File: src/rtl/serial_twos_negator.sv
// serial_twos_negator: chunk-serial two's-complement negate/abs/ones/pass unit with valid/ready handshake
module serial_twos_negator #(
  parameter int NUM_SIZE = 32,
  parameter int CHUNK_SIZE = 8
) (
  input  logic                clk,
  input  logic                rst,
  input  logic                inValid,
  output logic                inReady,
  input  logic [NUM_SIZE-1:0] dIn,
  input  logic [1:0]          mode,
  output logic                outValid,
  input  logic                outReady,
  output logic [NUM_SIZE-1:0] dOut,
  output logic                overflow
);
  localparam int NCHUNKS = NUM_SIZE / CHUNK_SIZE;
  localparam int CW = NCHUNKS > 1 ? $clog2(NCHUNKS) : 1;
  localparam logic [NUM_SIZE-1:0] MIN_VAL = {1'b1, {(NUM_SIZE-1){1'b0}}};
  if (NUM_SIZE % CHUNK_SIZE != 0) begin : g_bad_chunk
    $error("NUM_SIZE must be a multiple of CHUNK_SIZE");
  end
  typedef enum logic [1:0] {IDLE, BUSY, DONE} state_t;
  state_t state_q, state_d;
  logic [NUM_SIZE-1:0] op_q, op_d, dout_q, dout_d;
  logic [CW-1:0] cnt_q, cnt_d;
  logic carry_q, carry_d, inv_q, inv_d, ovf_q, ovf_d;
  logic [CHUNK_SIZE:0] sum;
  logic accept, last, busy, neg_abs;
  always_comb begin
    accept = state_q == IDLE && inValid;
    busy = state_q == BUSY;
    last = cnt_q == CW'(NCHUNKS - 1);
    neg_abs = mode == 2'b10 && dIn[NUM_SIZE-1];
    sum = {1'b0, op_q[CHUNK_SIZE-1:0] ^ {CHUNK_SIZE{inv_q}}} + {{CHUNK_SIZE{1'b0}}, carry_q};
    state_d = accept ? BUSY : busy && last ? DONE : state_q == DONE && outReady ? IDLE : state_q;
    op_d = accept ? dIn : busy ? op_q >> CHUNK_SIZE : op_q;
    cnt_d = accept ? '0 : busy ? cnt_q + 1'b1 : cnt_q;
    carry_d = accept ? (mode == 2'b01 || neg_abs) : busy ? sum[CHUNK_SIZE] : carry_q;
    inv_d = accept ? (mode[0] || neg_abs) : inv_q;
    ovf_d = accept ? (mode == 2'b01 || mode == 2'b10) && dIn == MIN_VAL : ovf_q;
    dout_d = dout_q;
    if (busy) dout_d[cnt_q * CHUNK_SIZE +: CHUNK_SIZE] = sum[CHUNK_SIZE-1:0];
  end
  always_ff @(posedge clk) begin
    if (rst) begin
      state_q <= IDLE;
      op_q <= '0;
      dout_q <= '0;
      cnt_q <= '0;
      carry_q <= 1'b0;
      inv_q <= 1'b0;
      ovf_q <= 1'b0;
    end else begin
      state_q <= state_d;
      op_q <= op_d;
      dout_q <= dout_d;
      cnt_q <= cnt_d;
      carry_q <= carry_d;
      inv_q <= inv_d;
      ovf_q <= ovf_d;
    end
  end
  assign inReady = state_q == IDLE;
  assign outValid = state_q == DONE;
  assign dOut = dout_q;
  assign overflow = ovf_q;
endmodule

File: config.mk
export PLATFORM = sky130hd
export DESIGN_NAME = serial_twos_negator
export DESIGN_NICKNAME = d
export VERILOG_FILES = /design/src/rtl/serial_twos_negator.sv
export SDC_FILE = /design/constraint.sdc
export NUM_CORES = 1
export LEC_CHECK = 0
export CAP_MARGIN = 20
export CELL_PAD_IN_SITES_DETAIL_PLACEMENT = 1
export CELL_PAD_IN_SITES_GLOBAL_PLACEMENT = 1
export CORE_MARGIN = 2
export CORE_UTILIZATION = 35
export DETAILED_ROUTE_END_ITERATION = 8
export GPL_ROUTABILITY_DRIVEN = 0
export MAX_ROUTING_LAYER = met4
export PLACE_DENSITY_LB_ADDON = 0.12
export SLEW_MARGIN = 20
export SYNTH_ARGS = -nofsm -noshare
export SYNTH_HDL_FRONTEND = slang
export SYNTH_SLANG_ARGS = --single-unit
File: constraint.sdc
create_clock -name clk -period 4.8 [get_ports clk]
set_input_delay 0.48 -clock clk [delete_from_list [all_inputs] [get_ports clk]]
set_output_delay 0.48 -clock clk [all_outputs]
set_load 0.01 [all_outputs]
Word level (Yosys, flattened, before mapping). Cells that the tools add are included.

Add/subtract/negate cells: 3. Multipliers: 0. Div/mod/pow operators: 0. Order comparisons: 0. Equal/unequal tests: 6. Shift operators: 2. Multiplexer cells: 8. Bitwise operators: 1. Reductions and logical operators: 13.

Operator list (count): 32-bit two-way mux (2); 5-bit negation with 34-bit output (1); 8-bit by 34-bit variable shift with 32-bit output, first input constant (1); 8-bit by 34-bit indexed part select with 32-bit output (1); 32-bit bitwise mux (1); 32-bit equality test, second input constant (1); 8-bit by 1-bit adder with 9-bit output (1); 8-bit bitwise XOR (1); 2-bit equality test, second input constant (3); 1-bit logical AND (5); 2-bit by 1-bit equality test with 1-bit output, second input constant (2); 2-bit two-way mux (2); 2-bit nonzero test (2); 1-bit logical OR (3); 1-bit two-way mux (3); 3-bit nonzero test (1); 2-bit by 1-bit adder with 2-bit output, second input constant (1); 2-bit zero test (1); 2-bit OR reduction (1).

Bits in registers: 71. Bits in latches: 0. Memory bits (writable): 0. Bits in read-only memories: 0. Bits of input ports: 38. Output and inout bits: 35. Logic and storage cells: 41. Memories: 0.

Depth between registers and ports, before layout.
Word-level depth: 5. Gate-level depth with buffers: 9. Gate-level depth less buffers: 8.

Worst setup path before layout. OpenSTA, ideal clock, no wires.

Path type: register to register. Start point: register inv_q. End point: register dout_q[30] (netlist: dOut[30]). Setup time: 0.060 ns. Arrival: 2.133 ns. Data required time: 4.740 ns. Setup slack: 2.607 ns. Stages on the path, launching flop included: 10. Buffers on the path: 1. Clock period less this slack: 2.193 ns. Path through: dfxtp_1 > clkbuf_1 > xor2_1 > ha_1 > ha_1 > nand2_1 > or2_2 > a21oi_1 > xor2_1 > a22o_1.

Longest elaborated chain between the ends: 4.

RTL lines: start, declared (RTL line 27) `logic carry_q, carry_d, inv_q, inv_d, ovf_q, ovf_d;`; start signal, assigned (RTL line 60) `inv_q <= inv_d;`; 8-bit bitwise XOR (RTL line 35) `sum = {1'b0, op_q[CHUNK_SIZE-1:0] ^ {CHUNK_SIZE{inv_q}}} + {{CHUNK_SIZE{1'b0}}, carry_q};`; 8-bit by 1-bit adder with 9-bit output (RTL line 35); 8-bit by 34-bit indexed part select with 32-bit output (RTL line 43) `if (busy) dout_d[cnt_q * CHUNK_SIZE +: CHUNK_SIZE] = sum[CHUNK_SIZE-1:0];`; 32-bit bitwise mux (RTL line 43); end signal, assigned (RTL line 57) `dout_q <= dout_d;`; end, declared (RTL line 25) `logic [NUM_SIZE-1:0] op_q, op_d, dout_q, dout_d;`.

Every way passes these cells. A chain may end at the register's enable or synchronous reset.

Worst setup path in the final report.
Start point: register inv_q. End point: register dout_q[22] (netlist: dOut[22]).

The elaborated chain is that of the path after synthesis.

==> results.md <==
- Netlist Area Pre-Place: 3050 um2
- Nature of the critical path endpoint: flip-flop
- GRT Total Usage: 0.194
- Library cells used by synthesis: 38
- Status: finished clean
- Final setup viols: 0
- Fin. Hold Viols: 0
- H-tree depth: 3
- Met3 routed WL: 223 um
- Syn Nets: 395
- CTS Hold Buffers Added: 0
- Die extent in y: slightly below 100 um
- Post-Synthesis Cells: 348
- DIE AREA: around 9500 um2
- Grt total ovfl: 0
- Cell Chain, Critical Path: xor2_1 > ha_1 > ha_1 > nand2_1 > or2_2 > a21oi_1 > xor2_1 > a22o_1
- Util after Layout: 0.465
- Post-synthesis mux area share: 0
- Hold WC Path Type: flip-flop to flip-flop
- First-pass GRT wire length: 14,400 um
- Worst-Margin Slew: 0.952 ns
- DRT iter0 DRCs: 103
- Slew Limit Headroom: 0.365
- Final Cell Area: 4000 um2
- Die W: 97.3 um
- Post-Syn Area per Cell: 8.75 um2
- Max Cap Viol: 0
- CP arrival: 2.83 ns
- Final wirelength: 8630 um
- Worst r2r src: inv_q$_SDFFE_PP0P_
- Vias per cell: 5.35
- Antenna Nets Post-Route: 0
- Vias in the first global route: 2,783
- Crit path launch: inv_q$_SDFFE_PP0P_
- Top layer in use: met4
- Setup CP Type: flip-flop to flip-flop
- Share of layout cells above drive strength 1: 0.0673
- Clk root buf: clkbuf_8
- Ports: between 70 and 80
- Wl on met1: 4420 um
- Drt pass-1 iters: 4
- Worst-Skew Late Latency: 0.35 ns
- Avg WL per Cell: 16.5 um
- IR drop worst, VDD: roughly 0.11 mV
- EDFF count, synth: 0
- Worst EP required: 5.10 ns
- Synth area leader: dfxtp_1
- CTS buffer count: 9
- FMAX: 0.395 GHz
- Area contributors post-synth: dfxtp_1, a22oi_1, a21oi_1, nand2_1, ha_1
- Combinational family with the most area after synthesis: compound AO/OA/AOI/OAI gates
- Synthesis-to-layout area growth: 31.3%
- Initial Utilization: 0.355
- Hold_sp: overflow$_SDFFE_PP0P_
- Clock Sink Count: 71
- Port buffer count: between 70 and 80
- Nets: between 400 and 500
- CP max FO: 9
- Yosys top cell area share: 0.467
- Fin crit share: 0.527
- Synth Warn #: 0
- Synth Area in Simple Gates: 0.191
- Setup TNS: 0 ns
- Clk pin slew, worst setup/hold paths: approximately 0.080 ns
- Post-synthesis sequential area ratio: 0.467
- Max-slew violation count: 0
- Core Area: 8590 um2
- Clock skew: 0.0113 ns
- Leading register cell type out of synthesis: dfxtp_1
- Asr flop ratio synth: 0
- Fin crit period: between 2 and 3 ns
- Routed wl met2: 3900 um
- Max Root-Sink Buffers: 2
- Dpl cell area: 3820 um2
- Hold slack final: 0.457 ns
- Power Dens Cells: approximately 310 nW/um2
- Vias: between 2,000 and 3,000
- Setup Fix Bufs, Post-CTS: 0
- TritonCTS clock tree: yes
- Crit-path slowest cell: dfxtp_1
- Post-CTS sizing: 0
- Largest net degree at the start of global routing: 64
- Initial antenna violation count: 0
- Worst path max stage delay: 0.54 ns
- Startpoint types: flip-flop
- Core Rows: 34
- Synth Register Bits: 71
- DRC Markers: 0
- RSZ-0062 raised after global routing: no
- Antenna cells: 0
- Post-detail-place hpwl: roughly 6400 um
- Leak Pwr: approximately 1.4 nW
- Adder and majority gate portion of the synthesized area: 0.0370
- Synth Area in Compound Gates: 0.236
- Xor/xnor cell area share of the yosys netlist: 0.0287
## flip-flops by register name, summed over array words and instances (netlist names)
| register | count |
|---|---|
| carry_q | 1 |
| overflow | 1 |
| op_q | 32 |
| inv_q | 1 |
| dOut | 32 |
| state_q | 2 |
| cnt_q | 2 |
## cell type report
cell class                      instances  area (um2)
Inverter                                5        18.8
Fill cell                            1014        4590
Tap cell                              108         135
Clock buffer                            9         124
Multi-Input combinational cell        249        1510
Clock inverter                          7        56.3
Sequential cell                        71        1420
Timing Repair Buffer                   75         738
## metal layers
layer  vias to the layer above  global-route usage
li1                       1390                   -
met3                         6              0.0324
met1                      1358               0.273
met5                         -                   -
met2                        49               0.288
met4                         0              0.0609
## critical path, delay by kind of cell, from the launching register on
family	cells	cell delay, ns
AOI/OAI and AO/OA	2	0.39
DFF	1	0.54
and+or+nand+nor	2	0.41
adders and majority gates	2	0.58
xor gates and xnor gates	2	0.56
## kinds of logic after synthesis
family | Yosys count
and+or+nand+nor | 118
AOI/OAI and AO/OA | 112
DFF | 71
buffers and inverters | 28
xor gates and xnor gates | 10
adders and majority gates | 9
## Yosys cell counts, drive strengths merged (5+ instances only)
library cell / instances
nor2b: 7
nor4: 10
a22oi: 37
a21oi: 44
o21ai: 12
nor3: 6
a22o: 12
ha: 9
clkbuf: 10
nand2: 47
xnor2: 6
buf: 13
inv: 5
nand2b: 8
dfxtp: 71
nand3: 10
nor2: 19
## path summary, 6_finish.rpt
check / endpoint / slack [ns] / cells after the start
min reg2reg: overflow$_SDFFE_PP0P_ / 0.46 / 2
min: overflow$_SDFFE_PP0P_ / 0.46 / 2
max: dOut[22]$_SDFFE_PP0P_ / 2.27 / 8
max reg2reg: dOut[22]$_SDFFE_PP0P_ / 2.27 / 8
## through the flow
stage          worst slack, ns  cells  power [mW]
6_report                  2.27    524        1.25
5_1_grt                   2.07    524        1.31
4_1_cts                   2.28    524        1.26
3_5_place_dp              2.16    508       0.821
3_3_place_gp              2.20    508       0.817
2_1_floorplan             2.61    348       0.743
## where the power goes
part	leakage (nW)	switching (mW)	internal, mW	total (mW)
sequential	0.578	0.0226	0.612	0.634
clock	0.0785	0.247	0.191	0.439
combinational	0.739	0.0963	0.0759	0.172
## layout by cell type (no fill, tap or decap), types with 2 or more instances in the layout
cell type,count
clkbuf_8,9
a22o_1,12
a22oi_1,37
nand3_1,10
xor2_1,4
a21oi_1,44
buf_4,3
nand2_1,47
dfxtp_1,71
nor2_1,18
inv_6,2
xnor2_1,6
nor3_1,5
nand2b_1,8
ha_1,9
clkdlybuf4s50_1,71
nor2b_2,2
nor2b_1,5
inv_1,5
clkinvlp_4,4
nor4_1,9
o21ai_0,11
nand4_1,4
a211oi_1,2
Note: power is estimated with default switching activity, not from simulation.
==> RTL edit, RTL diff (same settings) <==
Encoding of `state_t`: now one-hot (3 bits for 3 states).
--- a/src/rtl/serial_twos_negator.sv
+++ b/src/rtl/serial_twos_negator.sv
@@ -22,3 +22,3 @@
   end
-  typedef enum logic [1:0] {IDLE, BUSY, DONE} state_t;
+  typedef enum logic [2:0] {IDLE = 3'b001, BUSY = 3'b010, DONE = 3'b100} state_t;
   state_t state_q, state_d;
Formal check against the unedited RTL: same outputs for any inputs over 10 cycles, from zero or initial values and one cycle with rst high; not proved beyond that.
==> RTL edit against the original RTL <==
- cell area is 3.7% higher
- routed wire length is 9.6% higher
- first-iteration DRC count is 25% higher
- count of clock-buffer cells in the layout is 4 higher
- synthesized area is 3.7% higher
- core utilization is 1.0 points higher
- sequential cell count is 1 higher
- setup slack better by 0.12 ns
- power is 11% higher
- sequential share of layout area is 0.77 points lower
- largest cell class unchanged
==> RTL edit: results (changes against the original RTL) <==
outcome=completed; async set or reset register ratio after synthesis=0% (unchanged); Hold Path Depth=2 (unchanged); R2R depth=7 (-1); reg-to-reg endpoint=dOut[29]; met3 Use GR=3.69% (+0.45 points); placed cell area=0.00393 mm2 (+2.9%); WL/cell=17.4 um (+5.8%); PortBufs=72 (unchanged); Hold Path Class=reg2reg; register area share after synthesis=45.6% (-1.0 points); clock buffer count from CTS=9 (unchanged); share of cells above drive strength 1=5.75% (-0.98 points); first-pass GRT wire length=15,500 um (+7.5%); P_leak=1.43 nW (+2.2%); headroom to the max-slew limit=39.4% (+2.9 points); dominant cells by area after synthesis=dfxtp_1, nand2_1, a22oi_1; # nets final=477 (+4.1%); hpwl dp=6930 um (+8.8%); CP Max Fanout=10 (+1); count of cell types in the netlist=46 (+21%); worst hold slack=0.453 ns (-0.00353 ns); Hold Path Origin=dOut[3]; Setup Slack @ Placement=2.30 ns (+0.144 ns); syn_nets=417 (+5.6%); vias after detailed routing=2,953 (+5.4%); Max-Cap Viols=0 (unchanged); Pre-antenna DRT Iters=4 (unchanged); routing usage on met1=28.1% (+0.82 points); CP Class=reg2reg; maximum resistive drop on vdd=163 uV (+52%); Initial DRC Count=129 (+25%); largest delay contributor family on the critical path=compound AO/OA/AOI/OAI gates; Max stage delay on crit path=0.55 ns; largest net degree at the start of global routing=42 (-34%); skew final=0.0112 ns (-0.000140 ns); final worst setup slack=2.39 ns (+0.122 ns); Critical Path AT=2.70 ns (-0.13 ns); Tot GR Track Use=20.6% (+1.2 points); Commonest cells post-synth=dfxtp_1, nand2_1, a21oi_1; Min-Delay Endpoint=dOut[3]; root buf cell=clkbuf_8; met2 usage=30.7% (+1.9 points); CP max stage cell=dfxtp_1; Ant. Diodes=0 (unchanged)
RTL edit: cell types whose count changed in the layout (fill, tap and decap cells not counted), sizes merged, moves of 5 or more:
cell,before,now
nand2,47,64
a22oi,37,28
a311oi,0,8
nor2,19,26
nor2b,7,2
RTL edit: where the power goes:
part,internal [mW],switching [mW]
clock,0.307,0.224
sequential,0.624,0.0302
combinational,0.0844,0.115
RTL edit: logic make-up (layout without fill, tap and decap cells):
family                     Yosys count  after routing  synth area share (%)
adders and majority gates            9              9                  3.56
xor gates and xnor gates             8              8                  2.22
DFF                                 72             72                  45.6
AOI/OAI and AO/OA                  111            111                  23.0
muxes                                1              1                 0.356
and+or+nand+nor                    134            134                  20.9
buffers and inverters               35            100                  4.39
RTL edit: how the worst max path moves through the flow:
stage / endpoint / cells after the start
after floorplan: dOut[29] / 8
after global placement: op_q[11] / 6
after detailed placement: op_q[20] / 6
after CTS: dOut[29] / 7
after global routing: dOut[21] / 7
final: dOut[29] / 7
RTL edit: metal layers:
layer  share of wire, %  up-vias
li1                   -     1447
met5                  0        -
met1                 49     1436
met3                2.6       11
met2                 47       59
met4                1.5        0
RTL edit: worst reg2reg max path: stages (launching register included):
cell     delay (ns)
dfxtp_1        0.55
xor2_1         0.19
ha_1           0.26
inv_1          0.08
o41ai_1        0.34
mux2_2         0.38
a21oi_1        0.35
a22o_1         0.22
RTL edit: per-stage QoR:
stage | util, % | cells
detailed placement | 45.1 | 527
floorplan | - | 370
global placement | 45.1 | 527
finish | 47.5 | 543
CTS | 47.5 | 543
global route | 47.5 | 543
RTL edit: final cells by class:
class                      count  area (um2)
multi-input combinational    263        1580
inverter                       9        33.8
timing repair buffer          75         738
sequential                    72        1440
fill                        1010        4580
clock inverter                 3        65.1
clock buffer                  13         149
tap                          108         135
